## src/rtl/window_buffer_ctrl_param.sv

```systemverilog
// Frame controller for a WIN x WIN sliding-window buffer on a raster pixel stream.
// Optional downstream backpressure is enabled by defining WBC_BACKPRESSURE_EN.
module window_buffer_ctrl_param #(
  parameter int unsigned WIN   = 9,
  parameter int unsigned IMG_W = 640,
  parameter int unsigned IMG_H = 480
) (
  input  logic                     clk,
  input  logic                     rst,
  input  logic                     start_i,
  input  logic                     pix_valid_i,
`ifdef WBC_BACKPRESSURE_EN
  input  logic                     ready_i,
`endif
  output logic                     pix_ready_o,
  output logic                     shift_en_o,
  output logic                     win_valid_o,
  output logic [$clog2(IMG_H)-1:0] row_o,
  output logic [$clog2(IMG_W)-1:0] col_o,
  output logic                     busy_o,
  output logic                     frame_done_o
);

  localparam int unsigned CW   = $clog2(IMG_W);
  localparam int unsigned RW   = $clog2(IMG_H);
  localparam int unsigned HALF = (WIN - 1) / 2;

  localparam logic [CW-1:0] COL_LAST  = CW'(IMG_W - 1);
  localparam logic [CW-1:0] COL_EDGE  = CW'(WIN - 1);
  localparam logic [CW-1:0] COL_HALF  = CW'(HALF);
  localparam logic [RW-1:0] ROW_LAST  = RW'(IMG_H - 1);
  localparam logic [RW-1:0] ROW_EDGE  = RW'(WIN - 1);
  localparam logic [RW-1:0] ROW_FILLN = RW'(WIN - 2);
  localparam logic [RW-1:0] ROW_HALF  = RW'(HALF);

  typedef enum logic [1:0] {IDLE, FILL, ACTIVE, DONE} state_t;

  state_t        state, state_nxt;
  logic [CW-1:0] col_cnt;
  logic [RW-1:0] row_cnt;
  logic          accept;
  logic          would_emit;
  logic          col_last;
  logic          last_pix;

  assign would_emit = (row_cnt >= ROW_EDGE) && (col_cnt >= COL_EDGE);
  assign col_last   = (col_cnt == COL_LAST);
  assign last_pix   = col_last && (row_cnt == ROW_LAST);

  // State register
  always_ff @(posedge clk) begin
    if (rst) state <= IDLE;
    else     state <= state_nxt;
  end

  // Next-state logic
  always_comb begin
    state_nxt = state;
    case (state)
      IDLE:    if (start_i) state_nxt = FILL;
      FILL:    if (accept && col_last && (row_cnt == ROW_FILLN)) state_nxt = ACTIVE;
      ACTIVE:  if (accept && last_pix) state_nxt = DONE;
      DONE:    state_nxt = IDLE;
      default: state_nxt = IDLE;
    endcase
  end

  // State-decoded outputs; a stalled emitting pixel is held off when backpressured
  always_comb begin
    busy_o       = 1'b0;
    frame_done_o = 1'b0;
    pix_ready_o  = 1'b0;
    case (state)
      FILL, ACTIVE: busy_o = 1'b1;
      DONE:         frame_done_o = 1'b1;
      default:      ;
    endcase
`ifdef WBC_BACKPRESSURE_EN
    pix_ready_o = busy_o && (ready_i || !would_emit);
`else
    pix_ready_o = busy_o;
`endif
    accept     = pix_valid_i && pix_ready_o;
    shift_en_o = accept;
  end

  // Raster counters: advance per accepted pixel, clear after the last one
  always_ff @(posedge clk) begin
    if (rst) begin
      col_cnt <= '0;
      row_cnt <= '0;
    end else if (accept) begin
      if (last_pix) begin
        col_cnt <= '0;
        row_cnt <= '0;
      end else if (col_last) begin
        col_cnt <= '0;
        row_cnt <= row_cnt + RW'(1);
      end else begin
        col_cnt <= col_cnt + CW'(1);
      end
    end
  end

  // Window-complete flag and centre coordinates for the pixel just accepted
  always_ff @(posedge clk) begin
    if (rst) begin
      win_valid_o <= 1'b0;
      row_o       <= '0;
      col_o       <= '0;
    end else begin
      win_valid_o <= accept && would_emit;
      if (accept && would_emit) begin
        row_o <= row_cnt - ROW_HALF;
        col_o <= col_cnt - COL_HALF;
      end
    end
  end

endmodule
```

## config.mk

```make
export PLATFORM = sky130hd
export DESIGN_NAME = window_buffer_ctrl_param
export DESIGN_NICKNAME = d
export VERILOG_FILES = /design/src/rtl/window_buffer_ctrl_param.sv
export SDC_FILE = /design/constraint.sdc
export NUM_CORES = 1
export LEC_CHECK = 0
export ABC_CLOCK_PERIOD_IN_PS = 3100
export BUFFER_PORTS_ARGS = -buffer_cell sky130_fd_sc_hd__buf_2
export CORE_ASPECT_RATIO = 0.6
export CORE_MARGIN = 1.5
export CORE_UTILIZATION = 35
export CTS_BUF_LIST = sky130_fd_sc_hd__clkbuf_4 sky130_fd_sc_hd__clkbuf_8
export DETAILED_ROUTE_END_ITERATION = 7
export PLACE_DENSITY = 0.61
export SETUP_SLACK_MARGIN = 0.1
export SYNTH_ARGS = -nofsm -noshare
export SYNTH_HDL_FRONTEND = slang
export SYNTH_SLANG_ARGS = --single-unit
```

## constraint.sdc

```tcl
create_clock -name clk -period 3.1 [get_ports clk]
set_input_delay 0.62 -clock clk [delete_from_list [all_inputs] [get_ports clk]]
set_output_delay 0.62 -clock clk [all_outputs]
set_load 0.05 [all_outputs]
```

# After elaboration in Yosys (flattened, before gate mapping)
# Index checks and enable logic that the tools add are counted.
# W data, S select, Z words.
# totals
output_inout_bits	24
in_bits	4
reg_bits	41
elab_cells	43
# classes
eq_ne	9
n_lt_le_gt_ge	2
n_reduce_logical	12
n_addsub	4
muxes	10
# op_table
cell	n
$mux W10	2
$mux W9	2
$add A10 B1 Y10 const B	1
$eq A10 B10 Y1 const B	1
$ge A10 B4 Y1 const B	1
$sub A10 B3 Y10 const B	1
$add A9 B1 Y9 const B	1
$eq A9 B3 Y1 const B	1
$eq A9 B9 Y1 const B	1
$ge A9 B4 Y1 const B	1
$sub A9 B3 Y9 const B	1
$pmux W2 S4	1
$logic_and A1 B1 Y1	7
$mux W2	3
$ne A2 B2 Y1 const B	3
$eq A2 B2 Y1 const B	2
$reduce_and A3 Y1	1
$eq A2 B1 Y1 const B	1
$logic_not A2 Y1	1
$mux W1	2
$reduce_and A2 Y1	1
$reduce_bool A2 Y1	1
$reduce_or A2 Y1	1

# Logic depth before layout (Yosys ltp)
# depth
ltp_word	8
depth_mapped	9
depth_no_buf	8

# Worst setup path before layout
# OpenSTA, ideal clock, no wires.
# synth_path
path_type	register to register
from	reg state[0]
to	reg state[0]
arrival_time_ns	2.333
path_slack_ns	0.680
period_less_slack_ns	2.420
path_stages_with_launch	9
n_path_buf	0
setup_ns	0.086
required_time_ns	3.014
path_cell_list	dfxtp_1 > inv_1 > ha_1 > nand2_1 > bufinv_8 > nand3_4 > o31ai_4 > nand3_1 > a221oi_2
# synth_between
elab_chain_cells	8
elab_cells_between_ends	15
classes_between	eq/ne: 6; mux: 2; reduce/logical: 7
# synth_lines
element	line_no	text
start: declaration	38	state_t state, state_nxt;
start signal: assignment	53	else state <= state_nxt;
$eq A2 B1 Y1 or $eq A2 B2 Y1 (tied branches)	73	case (state)
$reduce_or A2 Y1 *	73	
$mux W1 *	73	
via busy_o	20	output logic busy_o,
$logic_and A1 B1 Y1 *	83	accept = pix_valid_i && pix_ready_o;
via shift_en_o	16	output logic shift_en_o,
$logic_and A1 B1 Y1 (2 in a row)	61	FILL: if (accept && col_last && (row_cnt == ROW_FILLN)) state_nxt = ACTIVE;
$ne A2 B2 Y1 (no source line)	--	
$reduce_and A3 Y1 (no source line) *	--	
# Mark *: on every way through the listed nets, which the timed path passes. The rest lies on a longest branch.
# A chain may end at the register's enable or synchronous reset.

# Final worst setup path
# layout_path
from	reg state[0]
to	out shift_en_o
# layout_between
elab_chain_cells	4
elab_cells_between_ends	5
classes_between	eq/ne: 2; mux: 1; reduce/logical: 2
# layout_lines
element	line_no
$eq A2 B1 Y1 or $eq A2 B2 Y1 (tied branches)	73
$reduce_or A2 Y1 *	73
$mux W1 *	73
$logic_and A1 B1 Y1 *	83
end: declaration	16
# Every way passes the cells marked *; elsewhere a longest branch is shown, timed or not.

==> results.md <==
* Maximum VDD drop at ~0.00024 V
* Fin crit share at roughly 80%
* Top cell type's share of synthesized area at between 30% and 40%
* Cells after synthesis at ~240
* Drt pass-1 iters at 4
* Root Buffer: clkbuf_8
* Starting density of the core at a little over a third
* Syn_nets at around 260
* #FFs+latches synth at 41
* Max Cap Viol at 0
* Sequential area share after synthesis at roughly 38%
* Post_cts resized at 0
* Crit start category: register
* Synthesized area at around 0.0022 mm²
* Leakage at around 1.0 nW
* F_max at 410.9 MHz
* CP arrival at 1.81 ns
* Class of the worst hold path: reg -> reg
* CTS sink count at a little over 40
* Critical path class: reg -> out
* RSZ-0062 raised after global routing: no
* Initial drt markers at 92
* Worst-path cell chain: inv_1 -> ha_1 -> nand2_1 -> bufinv_8 -> buf_2
* Synth warn at 0
* Main synth FF type: dfxtp_1
* CTS max path bufs at 2
* Rows at 22
* Worst Max-Slew Pin Slew at slightly above 0.7 ns
* # setup viols final at 0
* First-pass GRT wire length at around 7700 µm
* IO buf count at 27
* Routed len/inst at roughly 13 µm
* Final setup skew at between 0.006 and 0.007 ns
* Clock transition at the registers of the reported paths at 0.08 ns
* Initial antenna violation count at 0
* DP Wirelength at about 3500 µm
* Origin of the critical flop-to-flop path: state[0]
* Cell taking the most area after synthesis: dfxtp_1
* Post-layout min period at ~2.4 ns
* Num ports at 28
* Final setup TNS at 0 ns
* CTS tree: built
* Pwr Total at between 1 and 1.5 mW
* Total GRT Usage at 14.71%
* Top cells by area, synth: dfxtp_1 (38%), ha_1 (9.2%), nor2_1 (6.7%), xor2_1 (5.6%), xnor2_1 (4.4%)
* GR Overflow Total at 0
* Layout Nets at 279
* Fin worst setup slack at approximately 0.67 ns
* Pwr dens at roughly 550 mW/mm²
* Final wirelength at approximately 4600 µm
* Setup Buffers After CTS at 0
* Slew Limit Fails at 0
* Hold Violations, Final at 0
* Status: complete, no violations
* Largest net degree at the start of global routing at 37
* Antenna Nets Post-Route at 0
* Worst hold slack at between 0.4 and 0.5 ns
* Hold buffers post-CTS at 0
* Area delta synth->final at 11.45%
* Max-slew headroom at roughly 52%
* Post-Syn Area per Cell at slightly above 9 µm²
* Worst-skew pair later-pin latency at roughly 0.29 ns
* H-tree depth at 2
* Core area at just over 0.006 mm²
* Final Wtd Congestion at 0.8085
* Die height at between 60 and 70 µm
* Required @ worst endpoint at 2.48 ns
* Layout cells sized above 1 at 18.85%
* Die Width at 105.0 µm
* Post-placement setup slack at 0.8424 ns
* # diodes at 0
* Die ar. at a little under 0.007 mm²
* CTS Buf Count at 5
* CP peak stage delay at approximately 0.37 ns
* Post-synth EDFFs at 0
* Drt drc at 0
* Vias per inst at ~4.8
* Critical path fanouts, max at 8
* Crit path max-delay cell type: dfxtp_1
* Routed vias at about 1600
* Final core utilization at 40.05%
* Hold path startpoint: col_o[5]
* Yosys cell types at a little over 40
* Asr flop ratio synth at 0%
* Crit path from: state[0]
* Number of global-route vias before repair at roughly 1400
* Crit end category: primary output
## worst paths after layout
kind	endpoint	slack (ns)	cells after the start
hold / removal	col_o[5]	0.50	2
hold reg to reg	col_o[5]	0.50	2
setup reg to reg	row_o[8]	0.80	8
setup / recovery	shift_en_o	0.67	5
## layout make-up
cell class | count | area (µm²)
inverters | 13 | 62.56
flip-flops and latches | 41 | 820.8
fillers | 617 | 3647
multi-input cells | 170 | 1185
clock inverters | 1 | 30.03
well taps | 84 | 105.1
clock buffers | 7 | 90.09
repair buffers | 28 | 142.6
## routing by layer
layer	track usage, %	part of all wire [%]	routed length (µm)	up-vias
met5	0	0	0	-
met4	4.623	0.91	42	0
met3	4.184	4.6	214	5
met2	16.50	31	1440	42
met1	24.48	63	2929	746
li1	-	-	-	847
## stage by stage
stage | std cells | area (µm²)
after floorplan | 241 | 2186
after global routing | 344 | 2436
after global placement | 336 | 2316
after CTS | 344 | 2436
final | 344 | 2436
after detailed placement | 336 | 2316
## power by group
part / switching (mW) / internal, mW / total (mW)
logic: 0.232 / 0.101 / 0.332
clock network: 0.185 / 0.271 / 0.456
registers: 0.0182 / 0.544 / 0.562
## synth_stat cells (2+ instances only)
master,instances
nor4_1,3
nand4_1,4
or4_1,2
nor2_1,39
clkbuf_1,3
xnor2_1,11
buf_4,4
buf_6,4
buf_2,4
xor2_1,14
nor3_1,9
a21oi_1,6
nor3b_1,2
nand2_1,16
a211oi_1,11
inv_1,12
ha_1,16
dfxtp_1,41
mux2i_1,6
nand3_1,11
a211oi_2,3
## worst max-delay path, delay by kind of cell (launching register included)
| kind | cells | cell delay, ns |
|---|---|---|
| adders and majority gates | 1 | 0.35 |
| buffers and inverters | 3 | 0.62 |
| DFF | 1 | 0.37 |
| and+or+nand+nor | 1 | 0.18 |
## registers in the layout, indices dropped and copies added, names as in the netlist
register	count
state	2
row_o	9
col_cnt	10
win_valid_o	1
row_cnt	9
col_o	10
## placed cells by master (no fill, tap or decap), types with 4 or more instances in the layout
cell,instances
nand4_1,4
mux2i_1,6
buf_2,27
ha_1,16
nor3_1,9
clkbuf_8,6
dfxtp_1,41
a211oi_1,11
inv_1,12
nor2_1,39
xnor2_1,11
nand2_1,16
nand3_1,11
a21oi_1,6
xor2_1,14
## logic make-up after synthesis
family,synth area share (%)
buf+inv,8.243
simple gates,21.18
compound gates,11.11
mux,2.748
xor+xnor,10.02
flops,37.55
fa+ha+maj,9.158
(Power assumes the default switching activity.)
